### config.mk
export PLATFORM = sky130hd
export DESIGN_NAME = twm_row_accum
export DESIGN_NICKNAME = d
export VERILOG_FILES = /design/src/rtl/twm_row_accum.sv
export SDC_FILE = /design/constraint.sdc
export NUM_CORES = 1
export LEC_CHECK = 0
export ABC_AREA = 1
export CAP_MARGIN = 20
export CELL_PAD_IN_SITES_DETAIL_PLACEMENT = 0
export CELL_PAD_IN_SITES_GLOBAL_PLACEMENT = 1
export CORE_MARGIN = 10
export CORE_UTILIZATION = 42
export CTS_CLUSTER_DIAMETER = 100
export DETAILED_ROUTE_END_ITERATION = 10
export PLACE_DENSITY = 0.95
export SETUP_SLACK_MARGIN = 0.3
export SKIP_CTS_REPAIR_TIMING = 1
export SLEW_MARGIN = 20
export SYNTH_ARGS = -nofsm -noshare
export SYNTH_HDL_FRONTEND = slang
export SYNTH_SLANG_ARGS = --single-unit
### constraint.sdc
create_clock -name clk_f -period 3.3 [get_ports clk_f]
set_input_delay 0.495 -clock clk_f [delete_from_list [all_inputs] [get_ports clk_f]]
set_output_delay 0.495 -clock clk_f [all_outputs]
set_load 0.01 [all_outputs]
### src/rtl/twm_row_accum.sv
// -----------------------------------------------------------------------------
// twm_row_accum
//
// Event-driven sparse MAC stage. Pops active-neuron addresses from the address
// FIFO, reads the matching row of the transposed weight memory (TWM) and adds
// every lane of that row into its own signed, saturating accumulator. Neurons
// that never reach the FIFO cost no cycles at all.
//
// Pipeline (one row per cycle):
//   cycle t   : en_fetch pops the FIFO
//   cycle t+1 : addr_fetch is valid -> mem_rd_en / mem_rd_addr   (v1_q)
//   cycle t+2 : mem_rd_data is valid -> accumulators updated     (v2_q)
//
// Ports
//   clk_f         fast clock
//   rst           synchronous reset, active-high (aborts any pass)
//   start         1-cycle pulse, clears accumulators and begins a pass (IDLE only)
//   gen_finished  level from the address generator: all addresses pushed
//   empty_fifo    address FIFO empty flag (registered in the FIFO)
//   en_fetch      pop request to the address FIFO
//   addr_fetch    popped address, valid the cycle after en_fetch
//   mem_rd_en     TWM read strobe
//   mem_rd_addr   TWM row address, holds its last value while mem_rd_en=0
//   mem_rd_data   TWM row, lane i = [i*BW_W +: BW_W], valid the cycle after mem_rd_en
//   acc_out       live accumulators, lane i = [i*BW_ACC +: BW_ACC]
//   acc_valid     1-cycle pulse when acc_out holds the final sums of a pass
//   busy          high while a pass is running or draining
// -----------------------------------------------------------------------------
module twm_row_accum #(
   parameter int NUM_OUT = 16,
   parameter int BW_W    = 8,
   parameter int BW_ACC  = 16,   // must be >= BW_W
   parameter int BW_ADDR = 5
) (
   input  logic                      clk_f,
   input  logic                      rst,
   input  logic                      start,
   input  logic                      gen_finished,
   input  logic                      empty_fifo,
   output logic                      en_fetch,
   input  logic [BW_ADDR-1:0]        addr_fetch,
   output logic                      mem_rd_en,
   output logic [BW_ADDR-1:0]        mem_rd_addr,
   input  logic [NUM_OUT*BW_W-1:0]   mem_rd_data,
   output logic [NUM_OUT*BW_ACC-1:0] acc_out,
   output logic                      acc_valid,
   output logic                      busy
);

   localparam logic [1:0] S_IDLE  = 2'd0;
   localparam logic [1:0] S_RUN   = 2'd1;
   localparam logic [1:0] S_DRAIN = 2'd2;

   logic [1:0]         state_q, state_d;
   logic               gf_q, gf_d;
   logic               v1_q;
   logic               v2_q;
   logic [BW_ADDR-1:0] addr_hold_q;
   logic               run_done;
   logic               drain_done;
   logic               clear_acc;

   // ------------------------------------------------------------------------
   // Control
   // ------------------------------------------------------------------------
   always_comb begin
      en_fetch   = (state_q == S_RUN) && !empty_fifo;
      // en_fetch is only ever high with empty_fifo low, so "FIFO empty" here
      // already implies "no pop this cycle".
      run_done   = (state_q == S_RUN) && (gf_q || gen_finished) && empty_fifo;
      drain_done = (state_q == S_DRAIN) && !v1_q && !v2_q;
      clear_acc  = (state_q == S_IDLE) && start;

      state_d = state_q;
      gf_d    = gf_q;
      case (state_q)
         S_IDLE: begin
            if (start) begin
               state_d = S_RUN;
               gf_d    = 1'b0;
            end
         end
         S_RUN: begin
            // Sticky: the generator may pulse its finished flag while
            // addresses are still queued.
            gf_d = gf_q | gen_finished;
            if (run_done) begin
               state_d = S_DRAIN;
            end
         end
         S_DRAIN: begin
            if (drain_done) begin
               state_d = S_IDLE;
            end
         end
         default: begin
            state_d = S_IDLE;
         end
      endcase
   end

   always_ff @(posedge clk_f) begin
      if (rst) begin
         state_q     <= S_IDLE;
         gf_q        <= 1'b0;
         v1_q        <= 1'b0;
         v2_q        <= 1'b0;
         addr_hold_q <= '0;
      end else begin
         state_q <= state_d;
         gf_q    <= gf_d;
         v1_q    <= en_fetch;
         v2_q    <= v1_q;
         if (v1_q) begin
            addr_hold_q <= addr_fetch;
         end
      end
   end

   // The popped address goes straight to the TWM; the hold register only
   // keeps the bus steady between reads.
   assign mem_rd_en   = v1_q;
   assign mem_rd_addr = v1_q ? addr_fetch : addr_hold_q;

   // acc_valid coincides with the DRAIN -> IDLE edge, so busy falls with it.
   assign acc_valid = drain_done;
   assign busy      = (state_q == S_RUN) || ((state_q == S_DRAIN) && !drain_done);

   // ------------------------------------------------------------------------
   // Per-lane saturating accumulators
   // ------------------------------------------------------------------------
   genvar gi;
   generate
      for (gi = 0; gi < NUM_OUT; gi++) begin : g_lane
         logic [BW_ACC-1:0] acc_q;
         logic [BW_ACC-1:0] acc_d;
         logic [BW_W-1:0]   w_lane;
         logic [BW_ACC:0]   sum_wide;

         always_comb begin
            w_lane = mem_rd_data[gi*BW_W +: BW_W];
            // One guard bit is enough: |weight| never exceeds the accumulator
            // range, so the wide sum cannot wrap.
            sum_wide = {acc_q[BW_ACC-1], acc_q}
                     + {{(BW_ACC + 1 - BW_W){w_lane[BW_W-1]}}, w_lane};
            if (sum_wide[BW_ACC] != sum_wide[BW_ACC-1]) begin
               // Guard bit holds the true sign: clamp to the matching rail.
               acc_d = sum_wide[BW_ACC] ? {1'b1, {(BW_ACC-1){1'b0}}}
                                        : {1'b0, {(BW_ACC-1){1'b1}}};
            end else begin
               acc_d = sum_wide[BW_ACC-1:0];
            end
         end

         always_ff @(posedge clk_f) begin
            if (rst || clear_acc) begin
               acc_q <= '0;
            end else if (v2_q) begin
               acc_q <= acc_d;
            end
         end

         assign acc_out[gi*BW_ACC +: BW_ACC] = acc_q;
      end
   endgenerate

endmodule

Word-level counts from Yosys, hierarchy flattened
Cells that the tools add are included.
{"block": "classes", "n_reduce_logical": 18, "addsub": 16, "n_bitwise": 1, "mux": 39, "n_eq_ne": 21}
{"cell": "16-bit 2-to-1 mux", "n": 32}
{"cell": "16-bit by 8-bit adder with 17-bit output", "n": 16}
{"cell": "1-bit != test", "n": 16}
{"cell": "1-bit logical AND", "n": 7}
{"cell": "2-bit 2-to-1 mux", "n": 3}
{"cell": "2-bit != test, second input constant", "n": 3}
{"cell": "2-bit case mux with 3 select lines", "n": 1}
{"cell": "5-bit 2-to-1 mux", "n": 1}
{"cell": "1-bit logical NOT", "n": 4}
{"cell": "1-bit logical OR", "n": 3}
{"cell": "3-bit AND reduction", "n": 1}
{"cell": "2-bit by 1-bit equality test with 1-bit output, second input constant", "n": 1}
{"cell": "2-bit equality test, second input constant", "n": 1}
{"cell": "2-bit logical NOT", "n": 1}
{"cell": "1-bit case mux with 2 select lines", "n": 1}
{"cell": "2-bit AND reduction", "n": 1}
{"cell": "2-bit nonzero test", "n": 1}
{"cell": "1-bit 2-to-1 mux", "n": 1}
{"cell": "1-bit bitwise OR", "n": 1}
{"block": "word_totals", "out_inout_bits": 265, "wordCells": 116, "regBits": 266}

Logic depth before layout (Yosys ltp)
Gate-level depths: netlist (run 1).
{"block": "logic_depth", "depth_word": 6, "ltp_mapped": 15, "ltp_nobuf": 15}

Worst setup path after synthesis (run 1)
OpenSTA, ideal clock, no wires.
{"block": "synth_path", "kind": "input -> register", "start": "input mem_rd_data[96]", "end": "register g_lane[12].acc_q[0]", "t_arrival_ns": 2.134, "path_slack_ns": 1.046, "stages": 13, "n_path_buf": 1, "required_time_ns": 3.181, "cell_sequence": "ha_1 > inv_1 > fa_1 > nand3b_1 > nand2_1 > nand2_1 > nand2_1 > nand2_1 > nand3_1 > nand2_1 > a21oi_2 > buf_4 > a21oi_1"}
{"block": "synth_between", "elab_chain_len": 3, "word_cells_on_any_way": 4}
{"item": "start, declared", "line": "44", "text": "input logic [NUM_OUT*BW_W-1:0] mem_rd_data,"}
{"item": "16-bit by 8-bit adder with 17-bit output *", "line": "145", "text": "+ {{(BW_ACC + 1 - BW_W){w_lane[BW_W-1]}}, w_lane};"}
{"item": "16-bit 2-to-1 mux / 1-bit != test (equally long branches)", "line": "148, 146"}
{"item": "16-bit 2-to-1 mux *", "line": "146", "text": "if (sum_wide[BW_ACC] != sum_wide[BW_ACC-1]) begin"}
{"item": "end signal, assigned", "line": "157", "text": "acc_q <= '0;"}
{"item": "end signal, assigned", "line": "159", "text": "acc_q <= acc_d;"}
{"item": "end, declared", "line": "135", "text": "logic [BW_ACC-1:0] acc_q;"}
Mark *: on every way between the ends. The rest lies on a longest branch, timed or not.
A chain may end at the register's enable or synchronous reset.

Worst setup path in the final report (run 1)
{"block": "layout_path", "start": "input mem_rd_data[64]", "end": "register g_lane[8].acc_q[9]"}
{"block": "layout_between", "elab_chain_len": 3, "word_cells_on_any_way": 4}
{"item": "16-bit by 8-bit adder with 17-bit output *", "line": "145"}
{"item": "16-bit 2-to-1 mux / 1-bit != test (equally long branches)", "line": "148, 146"}
{"item": "16-bit 2-to-1 mux *", "line": "146"}
{"item": "end signal, assigned", "line": "157"}
{"item": "end signal, assigned", "line": "159"}
{"item": "end, declared", "line": "135"}
Marked as above.

==> results of run 1 <==
-- final cells by class --
cell class	instances	area (sq um)	share of cell area, %
tap	756	946	3.14
sequential	266	5330	17.7
clock buffer	49	1040	3.46
multi-input combinational	2988	17000	56.5
clock inverter	14	151	0.503
antenna	5	12.5	0.0416
timing repair buffer	426	4370	14.5
inverter	329	1230	4.10
-- worst max path at each step --
stage / startpoint / end / slack [ns] / depth (start not counted)
2_1_floorplan: mem_rd_data[96] / g_lane[12].acc_q[0]$_SDFFE_PP0P_ / 1.05 / 13
3_5_place_dp: mem_rd_data[8] / g_lane[1].acc_q[11]$_SDFFE_PP0P_ / 0.20 / 15
6_report: mem_rd_data[64] / g_lane[8].acc_q[9]$_SDFFE_PP0P_ / 0.78 / 14
5_1_grt: mem_rd_data[79] / g_lane[9].acc_q[14]$_SDFFE_PP0P_ / 0.53 / 11
3_3_place_gp: mem_rd_data[8] / g_lane[1].acc_q[14]$_SDFFE_PP0P_ / 0.27 / 15
4_1_cts: mem_rd_data[8] / g_lane[1].acc_q[11]$_SDFFE_PP0P_ / 0.80 / 15
-- registers in the layout, summed over array words and instances, names as in the netlist --
signal	count
g_lane.acc_q	256
addr_hold_q	5
state_q	2
gf_q	1
mem_rd_en	1
v2_q	1
-- per-layer routing --
layer / global-route usage [%] / vias up / wire length, um
met3: 5.79 / 83 / 5160
met1: 26.8 / 11014 / 34200
met2: 35.4 / 452 / 33900
met5: 0 / - / 0
li1: - / 12828 / -
met4: 4.99 / 0 / 1440
-- cells in the final DEF, fill, tap and decap left out, drive strengths merged --
cell type / netlist / routed
dfxtp: 266 / 266
a21oi: 442 / 442
diode: 0 / 5
nor2: 335 / 335
o21bai: 24 / 24
a31oi: 11 / 11
a21o: 19 / 19
clkinvlp: 0 / 1
o21ai: 308 / 308
clkbuf: 54 / 49
ha: 256 / 256
bufinv: 0 / 3
nand3: 154 / 154
a21boi: 12 / 12
o22ai: 5 / 5
and2: 32 / 32
buf: 38 / 24
nand3b: 19 / 19
fa: 16 / 16
clkinv: 0 / 9
o211ai: 2 / 2
nor3: 13 / 13
xnor2: 52 / 52
nand4: 5 / 5
o21a: 7 / 7
inv: 329 / 330
clkdlybuf4s50: 0 / 402
xor2: 120 / 120
nand2: 1142 / 1142
or2: 14 / 14
-- where the power goes --
part / internal, mW / switching, mW
Sequential: 3.27 / 0.0485
Clock: 2.44 / 1.57
Combinational: 0.732 / 1.10
-- tightest hold or removal path, delay by kind of cell (launching register included) --
kind | cells | cell delay, ns
AOI/OAI and AO/OA | 1 | 0.06
and+or+nand+nor | 1 | 0.07
DFF | 1 | 0.29
-- cell families (layout without fill, tap and decap cells) --
logic type / Yosys count / count (layout) / share of synthesized area [%]
buf+inv: 421 / 818 / 7.57
fa+ha+maj: 272 / 272 / 14.6
xor+xnor: 172 / 172 / 6.23
simple gates: 1714 / 1714 / 29.7
flops: 266 / 266 / 22.0
compound gates: 830 / 830 / 19.9
other cells: 0 / 5 / 0
==> results_dict.tcl, run 1 <==
set metrics [dict create \
    vias 24377 \
    async_flop_share_pct 0 \
    critPathBufInv 2 \
    synth_top_cells_by_count "nand2_1 (1080), a21oi_1 (330), inv_1 (329)" \
    drc 0 \
    clk_pin_slew_ns 0.06 \
    ys_types 36 \
    crit_required_ns 3.70 \
    io_pins 403 \
    yosys_warnings 0 \
    grt_overflow 0 \
    ant_nets 0 \
    yosysTopAreaCellShare_pct 22.0 \
    synth_flop_cell "dfxtp_1" \
    tightest_slew_ns 1.04 \
    drt-total-wl_um 74700 \
    cp-end-kind "register" \
    final_cell_count_no_fill 4833 \
    synth_area_leader_cell "dfxtp_1" \
    drv_slew 0 \
    rsz0062_at_grt "false" \
    hold_ws_ns 0.471 \
    status "finished clean" \
    synth_area_leaders "dfxtp_1 (22%), nand2_1 (17%), ha_1 (13%), a21oi_1 (6.8%), o21ai_0 (6.1%)" \
    clk_latency_ns 0.54 \
    worst_ep_arrival_time_ns 2.92 \
    crit_type "primary input to register" \
    dr.pass1.iters 5 \
    dpl_cell_area_sq_mm 0.0289 \
    synth-seq-cells 266 \
    p_total_mw 9.16 \
    ir_drop_mv 0.233 \
    r2r_end "g_lane[1].acc_q[11]$_SDFFE_PP0P_" \
    syn_inst 3675 \
    critPathMaxStageDelay_ns 0.46 \
    h-tree-depth 2 \
    post_route_cells_drive_above_1_share_pct 7.61 \
    min_path_cells 2 \
    syn_area_sq_mm 0.0242 \
    antenna_found_initial 6 \
    place.port_buffers 402 \
    fin_util_pct 53.1 \
    tritoncts "done" \
    power_density_mw_per_mm2 304 \
    final_area_sq_mm 0.0301 \
    ys_seq_area_share_pct 22.0 \
    finalSetupViolCount 0 \
    coreArea_sq_mm 0.0567 \
    grt_pass1_vias 23285 \
    clock_sinks 266 \
    post-route-period-util_pct 76.3 \
    syn_to_final_growth_pct 24.5 \
    drt_iter0_drc 1207 \
    clock_skew_ns 0.0141 \
    grt_use_total_pct 21.3 \
    start_util_pct 42.6 \
    die_h_um 260 \
    crit_path_frequent_cell "nand2_1" \
    cp-start-kind "primary input" \
    hold_path.class "register to register" \
    min_to "addr_hold_q[1]$_SDFF_PP0_" \
    synth_most_common_cell "nand2_1" \
    place_inst 4765 \
    finalWeightedCongestion 0.910 \
    avgViaCountPerCell 5.04 \
    die_area_sq_mm 0.0675 \
    relSlewSlack_pct 30.7 \
    nNetsFinal 4458 \
    reg2reg_setup_slack_ns 0.84 \
    power_leakage_nw 14.8 \
    synth_edf_count 0 \
    fin_crit_ns 2.52 \
    crit_chain "clkdlybuf4s50_1 > ha_1 > inv_1 > fa_1 > o21ai_2 > nand2_1 > nand2_2 > nand2_1 > nand2_1 > nand2_1 > nand2_1 > nor2_2 > nor2_4 > a21oi_1" \
    cap_violations 0 \
    synth_nets 4085 \
    grt_pass1_wl_um 120000 \
    numCtsBuffers 37 \
    std_cell_rows 87 \
    clk_path_buf_depth 3 \
    rr_worst_depth 14 \
    fin_setup_tns_ns 0 \
    crit_family "simple AND/OR/NAND/NOR gates" \
    ctsRootBufferMaster "clkbuf_16" \
    grt_max_degree 130 \
    fmax_ghz 0.397 \
    wl_per_cell_um 15.5 \
    slowest_stage "clkdlybuf4s50_1" \
    die_width_um 260 \
    hold_viol 0 \
    avgSynthCellArea_sq_um 6.58 \
    setup_ws_ns 0.783 \
    hold_start "addr_hold_q[1]$_SDFF_PP0_" \
    place_ws_ns 0.203 \
    r2r-start "g_lane[1].acc_q[0]$_SDFFE_PP0P_" \
    dp_hpwl_um 56900 \
    fillers 5620 \
    crit_fanout 15 \
]
(Power assumes the default switching activity.)
==> run 2: changes to the inputs <==
- CORE_UTILIZATION: 42 -> 35
- PLACE_DENSITY: 0.95 -> 0.87
- clock period: 3.3 -> 2.1 ns (I/O delays scaled with it)
==> run 2 against run 1 <==
Compared with the run above: the flow now finishes with violations (setup timing); global-route usage decreased by 1.1 points; first-iteration DRC count decreased by 8.5%; critical path depth unchanged; clock power increased by 60%; flip-flop and latch count unchanged; cell count increased by 19%; worst setup slack got worse by 0.82 ns; register-to-register slack got worse by 0.88 ns; sequential power increased by 57%; highest routed layer is now met5.
==> results_dict.tcl, run 2 (synthesis results as in run 1) <==
set metrics [dict create \
    relSlewSlack_pct 63.2 \
    finalWeightedCongestion 0.887 \
    cp-end-kind "register" \
    layout_commonest_cell "nand2_1" \
    pwr-share-comb_pct 26.5 \
    grt_overflow 0 \
    power_leakage_nw 18.9 \
    status "finished, violations left" \
    die_area_sq_mm 0.0800 \
    mostFrequentLayoutCells "nand2_1 (996), buf_4 (682), clkdlybuf4s50_1 (381)" \
    clk_pin_slew_ns 0.05 \
    p_total_mw 15.8 \
    clock_skew_ns 0.0149 \
    ctsRootBufferMaster "clkbuf_16" \
    met1Wirelength_um 37700 \
    grt_max_degree 116 \
    wl_met2_um 42500 \
    final_cell_count_no_fill 5735 \
    ant_nets 0 \
    rsz0062_at_grt "true" \
    clk_path_buf_depth 3 \
    hold_ws_ns 0.335 \
    std_cell_rows 96 \
    r2r_end "g_lane[6].acc_q[9]$_SDFFE_PP0P_" \
    grt_use_total_pct 20.1 \
    drt_iter0_drc 1105 \
    p_sw_mw 4.89 \
    syn_to_final_growth_pct 58.6 \
    wl_per_cell_um 15.3 \
    topRoutingLayerUsed "met5" \
    dp_hpwl_um 65900 \
    die_width_um 283 \
    crit_required_ns 2.53 \
    cp-start-kind "register" \
    h-tree-depth 2 \
    fmax_ghz 0.467 \
    clk_latency_ns 0.56 \
    power_density_mw_per_mm2 412 \
    largest_register "g_lane.acc_q" \
    r2r-start "g_lane[6].acc_q[0]$_SDFFE_PP0P_" \
    crit_end "g_lane[6].acc_q[9]$_SDFFE_PP0P_" \
    crit_type "register to register" \
    numCtsBuffers 38 \
    grt_pass1_wl_um 132000 \
    setup_ws_ns -0.0392 \
    power_frac_seq_pct 32.9 \
    largest_reg_flops 256 \
    finalSetupViolCount 25 \
    nNetsFinal 5183 \
    place_inst 5619 \
    clock_power_share_pct 40.7 \
    coreArea_sq_mm 0.0686 \
    dr.pass1.iters 5 \
    reg2reg_setup_slack_ns -0.04 \
    crit_fanout 7 \
    tightest_slew_ns 0.551 \
    drc 0 \
    post_route_cells_drive_above_1_share_pct 29.9 \
    post-route-period-util_pct 102 \
    failed_checks "setup timing" \
    hold_viol 0 \
    vias 27353 \
    clock_sinks 266 \
    start_util_pct 35.2 \
    ir_drop_mv 0.562 \
    tritoncts "done" \
    fin_crit_ns 2.14 \
    drt-total-wl_um 87800 \
    rr_worst_depth 14 \
    antenna_found_initial 2 \
    largestRegisters "g_lane.acc_q x256, addr_hold_q x5, state_q x2" \
    crit_start "g_lane[6].acc_q[0]$_SDFFE_PP0P_" \
    grt_pass1_vias 26181 \
    drv_slew 0 \
    hold_path.class "primary input to register" \
    fin_util_pct 55.9 \
    place.port_buffers 402 \
    cap_violations 0 \
    avgViaCountPerCell 4.77 \
    wl_met3_um 4900 \
    die_h_um 283 \
    internal-power_mw 10.9 \
    worst_ep_arrival_time_ns 2.57 \
    io_pins 403 \
    switching_share_pct 31.0 \
]
==> run 2: changes by cell type in the layout (fill, tap and decap cells not counted), moves of 60 or more <==
cell     before  now
nand2_1    1080  996
a21oi_2     112  257
a21oi_1     330  184
ha_4          0   60
buf_4        11  682
ha_1        256  188
==> run 2: critical path: stages (launching register included) <==
cell and delay (ns):
dfxtp_4 0.35, ha_4 0.12, inv_2 0.04, fa_2 0.34
o21ai_2 0.16, nand2_1 0.09, nand2_2 0.10, nand2_2 0.07
nand2_1 0.08, nand2_1 0.06, nand2_2 0.11, nor2_4 0.05
nor2_4 0.18, clkbuf_16 0.20, a21oi_2 0.05
==> run 2: per-layer routing <==
layer | vias up | GRT usage [%]
met2 | 400 | 35.4
met1 | 12539 | 23.5
met4 | 4 | 6.72
met3 | 120 | 4.87
met5 | - | 0
li1 | 14290 | -
==> run 2: worst min-delay path by stage <==
stage | cells past startpoint | startpoint | slack (ns) | end
floorplan | 1 | empty_fifo | 0.39 | mem_rd_en$_SDFF_PP0_
global placement | 2 | addr_hold_q[0]$_SDFF_PP0_ | 0.45 | addr_hold_q[0]$_SDFF_PP0_
detailed placement | 2 | addr_hold_q[1]$_SDFF_PP0_ | 0.46 | addr_hold_q[1]$_SDFF_PP0_
CTS | 3 | addr_fetch[4] | 0.30 | addr_hold_q[4]$_SDFF_PP0_
global route | 3 | addr_fetch[4] | 0.32 | addr_hold_q[4]$_SDFF_PP0_
finish | 3 | addr_fetch[4] | 0.34 | addr_hold_q[4]$_SDFF_PP0_
==> run 2: cell type report <==
| class | instances | area [sq um] |
|---|---|---|
| fillers | 6481 | 30300 |
| flip-flops and latches | 266 | 5410 |
| inverters | 329 | 1240 |
| diodes | 2 | 5.00 |
| clock inverters | 16 | 115 |
| clock buffers | 53 | 1100 |
| multi-input cells | 2991 | 19000 |
| repair buffers | 1147 | 10300 |
| well taps | 931 | 1160 |
==> run 2: power groups by stage <==
stage	logic [mW]	registers, mW	clock network (mW)
after global placement	3.80	5.29	0
after CTS	3.87	5.18	6.63
after global routing	4.61	5.20	6.82
after detailed placement	3.85	5.29	0
final	4.19	5.19	6.42
after floorplan	2.01	5.31	0
==> run 2: metrics by stage <==
step,TNS [ns],setup WS (ns),cell area (sq um)
floorplan,0,0.0784,24800
global placement,-129.38,-0.692,35000
detailed placement,-137.38,-0.745,35000
CTS,-9.63,-0.249,36200
global route,-13.47,-0.150,38300
finish,-0.399,-0.0392,38300
